$ cat src/rtl/seq_det_ctrl.sv
`default_nettype none
// ============================================================================
// Module   : seq_det_ctrl
// Brief    : Programmable serial sequence detector with start/abort control,
//            overlapping / non-overlapping matching and a match-count target.
// Revision : 1.0 - initial release
// ============================================================================
module seq_det_ctrl #(
  parameter int                MAXLEN      = 8,
  parameter int                CNTW        = 8,
  parameter logic [MAXLEN-1:0] DEF_PATTERN = MAXLEN'(8'b0000_0110),
  parameter int                DEF_LEN     = 4
) (
  input  logic                         clk,
  input  logic                         rstn,
  input  logic                         cfg_we,
  input  logic [MAXLEN-1:0]            cfg_pattern,
  input  logic [$clog2(MAXLEN+1)-1:0]  cfg_len,
  input  logic                         cfg_overlap,
  input  logic [CNTW-1:0]              cfg_target,
  output logic                         cfg_err,
  input  logic                         start,
  input  logic                         abort,
  input  logic                         in_valid,
  input  logic                         in,
  output logic                         match,
  output logic [CNTW-1:0]              count,
  output logic                         busy,
  output logic                         done
);

  localparam int LW = $clog2(MAXLEN+1);

  localparam logic [1:0] S_IDLE = 2'd0;
  localparam logic [1:0] S_RUN  = 2'd1;
  localparam logic [1:0] S_DONE = 2'd2;

  logic [1:0]        state_q, state_d;
  logic [MAXLEN-1:0] pattern_q, pattern_d;
  logic [LW-1:0]     len_q, len_d;
  logic              overlap_q, overlap_d;
  logic [CNTW-1:0]   target_q, target_d;
  logic [MAXLEN-1:0] hist_q, hist_d;
  logic [LW-1:0]     fill_q, fill_d;
  logic [CNTW-1:0]   count_q, count_d;
  logic              match_q, match_d;
  logic              cfg_err_q, cfg_err_d;

  logic [MAXLEN-1:0] w_hist_n;
  logic [LW-1:0]     w_fill_n;
  logic [MAXLEN-1:0] w_mask;
  logic              w_hit;
  logic              w_beat;
  logic              w_arm;
  logic              w_final;
  logic              w_len_ok;

  // Shared match evaluation for the current beat and the control qualifiers
  always_comb begin
    w_hist_n = {hist_q[MAXLEN-2:0], in};
    w_fill_n = (fill_q < len_q) ? fill_q + LW'(1) : fill_q;
    for (int i = 0; i < MAXLEN; i++) begin
      w_mask[i] = (LW'(i) < len_q);
    end
    w_hit    = (w_fill_n >= len_q) && (((w_hist_n ^ pattern_q) & w_mask) == '0);
    w_beat   = (state_q == S_RUN) && in_valid && !abort;
    w_arm    = (state_q != S_RUN) && start && !abort;
    // Only a real target can end a run; target 0 means run forever
    w_final  = w_beat && w_hit && (target_q != '0) &&
               ((count_q + CNTW'(1)) == target_q);
    w_len_ok = (cfg_len != '0) && (cfg_len <= LW'(MAXLEN));
  end

  // State register
  always_ff @(posedge clk or negedge rstn) begin
    if (!rstn) state_q <= S_IDLE;
    else       state_q <= state_d;
  end

  // Next-state logic; abort wins over everything else
  always_comb begin
    state_d = state_q;
    case (state_q)
      S_IDLE:  if (w_arm) state_d = S_RUN;
      S_RUN: begin
        if (abort)        state_d = S_IDLE;
        else if (w_final) state_d = S_DONE;
      end
      S_DONE: begin
        if (abort)      state_d = S_IDLE;
        else if (w_arm) state_d = S_RUN;
      end
      default: state_d = S_IDLE;
    endcase
  end

  // Status outputs decoded from the registered state
  always_comb begin
    busy = (state_q == S_RUN);
    done = (state_q == S_DONE);
  end

  // Config, history, fill and counter next values
  always_comb begin
    pattern_d = pattern_q;
    len_d     = len_q;
    overlap_d = overlap_q;
    target_d  = target_q;
    hist_d    = hist_q;
    fill_d    = fill_q;
    count_d   = count_q;
    match_d   = 1'b0;
    cfg_err_d = 1'b0;

    if ((state_q == S_IDLE) && cfg_we) begin
      if (w_len_ok) begin
        pattern_d = cfg_pattern;
        len_d     = cfg_len;
        overlap_d = cfg_overlap;
        target_d  = cfg_target;
      end else begin
        cfg_err_d = 1'b1;
      end
    end

    if (w_arm) begin
      hist_d  = '0;
      fill_d  = '0;
      count_d = '0;
    end else if (w_beat) begin
      hist_d = w_hist_n;
      fill_d = w_fill_n;
      if (w_hit) begin
        match_d = 1'b1;
        count_d = (count_q == {CNTW{1'b1}}) ? count_q : count_q + CNTW'(1);
        // Non-overlapping mode demands len fresh bits before the next match
        if (!overlap_q) fill_d = '0;
      end
    end
  end

  // Datapath registers
  always_ff @(posedge clk or negedge rstn) begin
    if (!rstn) begin
      pattern_q <= DEF_PATTERN;
      len_q     <= LW'(DEF_LEN);
      overlap_q <= 1'b1;
      target_q  <= '0;
      hist_q    <= '0;
      fill_q    <= '0;
      count_q   <= '0;
      match_q   <= 1'b0;
      cfg_err_q <= 1'b0;
    end else begin
      pattern_q <= pattern_d;
      len_q     <= len_d;
      overlap_q <= overlap_d;
      target_q  <= target_d;
      hist_q    <= hist_d;
      fill_q    <= fill_d;
      count_q   <= count_d;
      match_q   <= match_d;
      cfg_err_q <= cfg_err_d;
    end
  end

  assign match   = match_q;
  assign count   = count_q;
  assign cfg_err = cfg_err_q;

endmodule
`default_nettype wire

$ cat config.mk
export PLATFORM = sky130hd
export DESIGN_NAME = seq_det_ctrl
export DESIGN_NICKNAME = d
export VERILOG_FILES = /design/src/rtl/seq_det_ctrl.sv
export SDC_FILE = /design/constraint.sdc
export NUM_CORES = 1
export LEC_CHECK = 0
export ABC_AREA = 1
export CAP_MARGIN = 20
export CELL_PAD_IN_SITES_DETAIL_PLACEMENT = 1
export CELL_PAD_IN_SITES_GLOBAL_PLACEMENT = 1
export CORE_AREA = 2 2 82 84
export DETAILED_ROUTE_END_ITERATION = 8
export DIE_AREA = 0 0 84 86
export GPL_ROUTABILITY_DRIVEN = 0
export HOLD_SLACK_MARGIN = 0.08
export PLACE_DENSITY = 0.8
export SYNTH_ARGS = -nofsm -noshare
export SYNTH_HDL_FRONTEND = slang
export SYNTH_SLANG_ARGS = --single-unit
$ cat constraint.sdc
create_clock -name clk -period 3.7 [get_ports clk]
set_input_delay 0.555 -clock clk [delete_from_list [all_inputs] [get_ports clk]]
set_output_delay 0.555 -clock clk [all_outputs]
set_load 0.01 [all_outputs]
==> results of run 1 <==
[registers in the layout (all words and copies together) (netlist names)]
register   count
state_q        2
len_q          4
cfg_err        1
hist_q         7
pattern_q      8
match          1
overlap_q      1
count          8
fill_q         4
target_q       8
[cells in the mapped netlist, drive strengths merged]
master	n	share of area (%)
nand2	96	15
inv	46	6.8
dfrtp	40	39
nor2	39	7.0
nand3	27	6.1
a21oi	19	3.9
o21ai	17	3.3
ha	9	4.4
xor2	7	2.4
o22ai	6	1.5
mux2	5	2.2
buf	4	0.78
dfstp	4	4.1
o21bai	3	0.88
nand4	2	0.49
nor3	2	1.0
xnor2	2	0.68
clkinv	1	0.15
nand3b	1	0.29
or2	1	0.24
[power by group]
group	leakage, nW	internal [mW]	total [mW]	switching [mW]
logic	0.911	0.241	0.608	0.367
registers	0.548	0.585	0.666	0.0811
clock network	0.0541	0.200	0.381	0.181
total	1.51	1.03	1.65	0.629
[final timing paths]
check / start / endpoint / slack [ns] / depth (start not counted)
max reg2reg: len_q[1]$_DFFE_PN0P_ / state_q[0]$_DFFE_PN0P_ / 0.80 / 18
max in group asynchronous: rstn / len_q[2]$_DFFE_PN1P_ / 3.03 / 2
min: rstn / count[1]$_DFFE_PN0P_ / 0.12 / 1
min in group clk: pattern_q[2]$_DFFE_PN1P_ / pattern_q[2]$_DFFE_PN1P_ / 0.51 / 2
min reg2reg: pattern_q[2]$_DFFE_PN1P_ / pattern_q[2]$_DFFE_PN1P_ / 0.51 / 2
max: len_q[1]$_DFFE_PN0P_ / state_q[0]$_DFFE_PN0P_ / 0.80 / 18
[metrics by stage]
stage          hold WS, ns  setup WS [ns]  util, %
6_report             0.122          0.804     50.4
3_5_place_dp         0.497          0.861     48.4
4_1_cts              0.455          0.736     50.1
2_1_floorplan        0.259           1.30        -
3_3_place_gp         0.481           1.01     48.4
5_1_grt              0.135          0.561     50.4
[cell families (layout without fill, tap and decap cells)]
logic type,count (synthesis),in the layout,share of synthesized area [%]
muxes,5,5,2.19
buffers and inverters,51,96,7.75
adders and majority gates,9,9,4.39
DFF,44,44,43.1
AOI/OAI and AO/OA,45,45,9.51
and+or+nand+nor,168,168,30.0
xor gates and xnor gates,9,9,3.07
[metal layers]
| layer | share of wire (%) | vias to the layer above |
|---|---|---|
| met5 | 0 | - |
| met4 | 1.5 | 0 |
| met3 | 2.6 | 9 |
| met2 | 51 | 35 |
| met1 | 45 | 1131 |
| li1 | - | 1136 |
[cell usage in the layout, fill, tap and decap left out, types with 8 or more instances in the layout]
| master | count |
|---|---|
| nor2_1 | 32 |
| o21ai_1 | 8 |
| nand2_1 | 90 |
| clkdlybuf4s50_1 | 38 |
| inv_1 | 42 |
| a21oi_1 | 18 |
| ha_1 | 9 |
| dfrtp_1 | 40 |
| o21ai_0 | 9 |
| nand3_1 | 24 |
[cell type report]
cell class	instances	share of cell area, %
multi-input combinational	236	39.8
clock inverter	3	1.34
clock buffer	5	2.17
sequential	44	34.9
timing repair buffer	41	13.0
tap	77	3.04
inverter	47	5.65
==> impl_metrics.toml, run 1 <==
[timing]
slew_headroom_pct = 46.2
clock-skew-final_ns = 0.00563
finalHoldViolations = 0
tightest_slew_ns = 0.805
finalCritPeriodShare_pct = 78.3
setup_violations = 0
max_freq_mhz = 345
setup_tns_ns = 0
fin_crit_ns = 2.90
maxSlewViolCount = 0
rsz0062_at_grt = "no"

[cts]
cts-root-buf = "clkbuf_8"
post_cts_buffers = 0
clock-sinks = 44
cts_buffers = 5
clk_path_buf_depth = 2
clkTransAtPathRegs_ns = 0.09
worst_skew_pair.late_latency_ns = 0.31
ctsResizeCount = 0
cts_hold_buffers = 0
htreeDepth = 2
cts_tree = "built"

[power]
p_per_area_nw_per_um2 = 522
power_mw = 1.65
p_leak_nw = 1.51
peakVddDrop_mv = 0.213

[floorplan]
dieArea_um2 = 7220
dieHeight_um = 86
coreArea_um2 = 6280
initial_core_util_pct = 40.9
ios = 40
fp-row-count = 29
die_x_um = 84

[finish]
final_layout_size_suffix_gt1_share_pct = 11.4
fin_cells = 453
fill_cells = 790
finalInstanceArea_um2 = 3170
insertedDiodeCount = 0
fin_nets = 412
syn2layout_area_growth_pct = 23.4
seq_area_um2 = 1110
multi_input_area_um2 = 1260

[setup_path]
crit_family = "simple AND/OR/NAND/NOR gates"
crit_chain = "inv_1 -> ha_1 -> o21ai_0 -> nand2_1 -> nand3_1 -> nand2_1 -> o21ai_0 -> inv_1 -> ha_1 -> inv_1 -> o21bai_1 -> nand3_1 -> nand3_1 -> nand3_2 -> nor2_4 -> nand3_1 -> nand2_1 -> nand2_1"
start_kind = "flip-flop"
cp_max_fo = 5
max_stage_delay_ns = 0.40
critical_path_class = "reg2reg"
cp_data_arrival_time_ns = 3.10
critical_path_buf_inv_count = 3
required_ns = 3.90
end_kind = "flip-flop"
slowest_stage = "dfrtp_1"

[placement]
dp_hpwl_mm = 5.23
post_dp_cell_area_um2 = 3040
dp.cells = 444
numPortBuffers = 39

[drt]
drt_iter0_markers = 73
vias = 2311
drt_wl_total_mm = 7.02
dr.pass1.iters = 4
drt.antenna.violating_nets = 0
via_per_inst = 5.10
drc = 0
wl_per_cell_um = 15.5

[grt]
grt_pass1_vias = 2433
grt_usage_pct = 20.8
grt_max_degree = 45
use_met3_pct = 3.75
globalRouteMet1Util_pct = 26.8
antenna_found_initial = 0
top_usage_layer = "met2"
met2_usage_pct = 36.1
grt_pass1_wl_mm = 11.8
grt-ovfl-total = 0

[min_path]
min_path_type = "in2async"

[logic_synthesis]
synth_nets = 368
synth_cells = 331
ys_warn_count = 0
ys_types = 31
syn_area_um2 = 2570
ys_seq_elements = 44
syn_avg_cell_area_um2 = 7.75
ys_seq_area_share_pct = 43.1

[flow_run]
cap_violations = 0

[run_status]
outcome = "complete, no violations"
Note: power is estimated with default switching activity, not from simulation.
==> inputs of run 2 (changes only) <==
- CORE_AREA: 2 2 82 84 -> 2 2 85 87
- DIE_AREA: 0 0 84 86 -> 0 0 87 89
- PLACE_DENSITY: 0.8 -> 0.75
- clock period: 3.7 -> 2.9 ns (I/O delays scaled with it)
==> impl_metrics.toml, run 2 (synthesis results as in run 1) <==
[grt]
top_usage_layer = "met2"
met2_usage_pct = 30.5
grt-ovfl-total = 0
use_met3_pct = 3.32
globalRouteMet1Util_pct = 25.3
antenna_found_initial = 0
grt_max_degree = 45
grt_pass1_vias = 2403
grt_pass1_wl_mm = 11.3
grt_usage_pct = 18.7

[finish]
syn2layout_area_growth_pct = 24.7
fill_cells = 833
insertedDiodeCount = 0
multi_input_area_um2 = 1270
final_common_cell = "nand2_1"
fin_nets = 415
finalInstanceArea_um2 = 3200
final_layout_size_suffix_gt1_share_pct = 13.0
layout_common_cells = "89 x nand2_1, 39 x inv_1, 39 x dfrtp_1, 38 x clkdlybuf4s50_1, 32 x nor2_1"
seq_area_um2 = 1110

[min_path]
min_path_type = "in2async"

[placement]
dp_hpwl_mm = 4.94
post_dp_cell_area_um2 = 3050
numPortBuffers = 39
dp_slack_ns = 0.0819

[power]
power_mw = 2.09
peakVddDrop_mv = 0.242
p_leak_nw = 1.52
p_per_area_nw_per_um2 = 652

[cts]
cts_buffers = 5
cts-root-buf = "clkbuf_8"
cts_tree = "built"
worst_skew_pair.late_latency_ns = 0.30
htreeDepth = 2
clk_path_buf_depth = 2
clock-sinks = 44
clkTransAtPathRegs_ns = 0.09

[drt]
dr.pass1.iters = 4
drc = 0
drt_wl_total_mm = 6.47
vias = 2274
wl_per_cell_um = 14.1
drt_iter0_markers = 57
via_per_inst = 4.97
drt.antenna.violating_nets = 0

[setup_path]
cp_data_arrival_time_ns = 2.85
start_kind = "flip-flop"
slowest_stage = "dfstp_2"
crit_chain = "inv_2 -> ha_1 -> a21oi_1 -> nand2_2 -> o21ai_1 -> inv_1 -> ha_1 -> inv_1 -> o21bai_1 -> nand3_1 -> nand3_1 -> nand3_2 -> nor2_4 -> nand3_2 -> nand2_1 -> nand2_1"
end_kind = "flip-flop"
cp_max_fo = 5
critical_path_class = "reg2reg"
max_stage_delay_ns = 0.57
required_ns = 3.09

[floorplan]
coreArea_um2 = 6720
initial_core_util_pct = 38.2
fp-row-count = 30
ios = 40
die_x_um = 87
dieArea_um2 = 7740
dieHeight_um = 89

[timing]
tightest_slew_ns = 0.338
clock-skew-final_ns = 0.00718
slew_headroom_pct = 77.5
setup_tns_ns = 0
rsz0062_at_grt = "no"
setup_violations = 0
max_freq_mhz = 377
fin_crit_ns = 2.65
finalCritPeriodShare_pct = 91.4
layout_setup_ws_ns = 0.249
maxSlewViolCount = 0
finalHoldViolations = 0
holdWs_ns = 0.488

[flow_run]
cap_violations = 0

[run_status]
outcome = "complete, no violations"
[run 2: timing repair]
action,4_1_cts,5_1_grt
buffers inserted,0,1
endpoints found under the setup margin,0,14
hold buffers,0,1
endpoints found under the hold margin,0,4
gates resized for setup,0,8
[run 2: through the flow]
step	utilization, %	instances
4_1_cts	46.9	455
3_5_place_dp	45.3	448
3_3_place_gp	45.3	448
6_report	47.6	458
2_1_floorplan	-	331
5_1_grt	47.6	458
[run 2: path summary, 6_finish.rpt]
path | from | to | slack, ns | cells past startpoint
setup / recovery | len_q[2]$_DFFE_PN1P_ | state_q[0]$_DFFE_PN0P_ | 0.25 | 16
hold / removal | rstn | count[4]$_DFFE_PN0P_ | 0.49 | 2
setup reg to reg | len_q[2]$_DFFE_PN1P_ | state_q[0]$_DFFE_PN0P_ | 0.25 | 16
hold reg to reg | pattern_q[2]$_DFFE_PN1P_ | pattern_q[2]$_DFFE_PN1P_ | 0.49 | 2
max in group asynchronous | rstn | pattern_q[2]$_DFFE_PN1P_ | 1.90 | 3
min in group clk | pattern_q[2]$_DFFE_PN1P_ | pattern_q[2]$_DFFE_PN1P_ | 0.49 | 2
[run 2: cell type report]
class | instances | area share [%]
multi-input cells | 236 | 39.8
clock inverters | 1 | 0.938
well taps | 80 | 3.13
inverters | 47 | 5.59
clock buffers | 6 | 2.27
flip-flops and latches | 44 | 34.6
repair buffers | 44 | 13.7
[run 2: report_power, final]
part / internal [mW] / switching, mW / leakage (nW) / total [mW]
combinational: 0.315 / 0.454 / 0.924 / 0.770
clock: 0.253 / 0.211 / 0.0513 / 0.464
sequential: 0.747 / 0.107 / 0.547 / 0.854
total: 1.32 / 0.772 / 1.52 / 2.09
[run 2: critical path, delay by kind of cell, from the launching register on]
family	cells	cell delay, ns
flip-flops	1	0.57
AND/OR/NAND/NOR	8	0.83
AO/OA/AOI/OAI	3	0.43
buffers and inverters	3	0.20
adder cells (fa/ha/maj)	2	0.51
[run 2: metal layers]
metal  vias to the layer above  part of all wire [%]
met5                         -                     0
met4                         0                   1.7
met3                         8                   2.6
met2                        37                    46
met1                      1083                    49
li1                       1146                     -
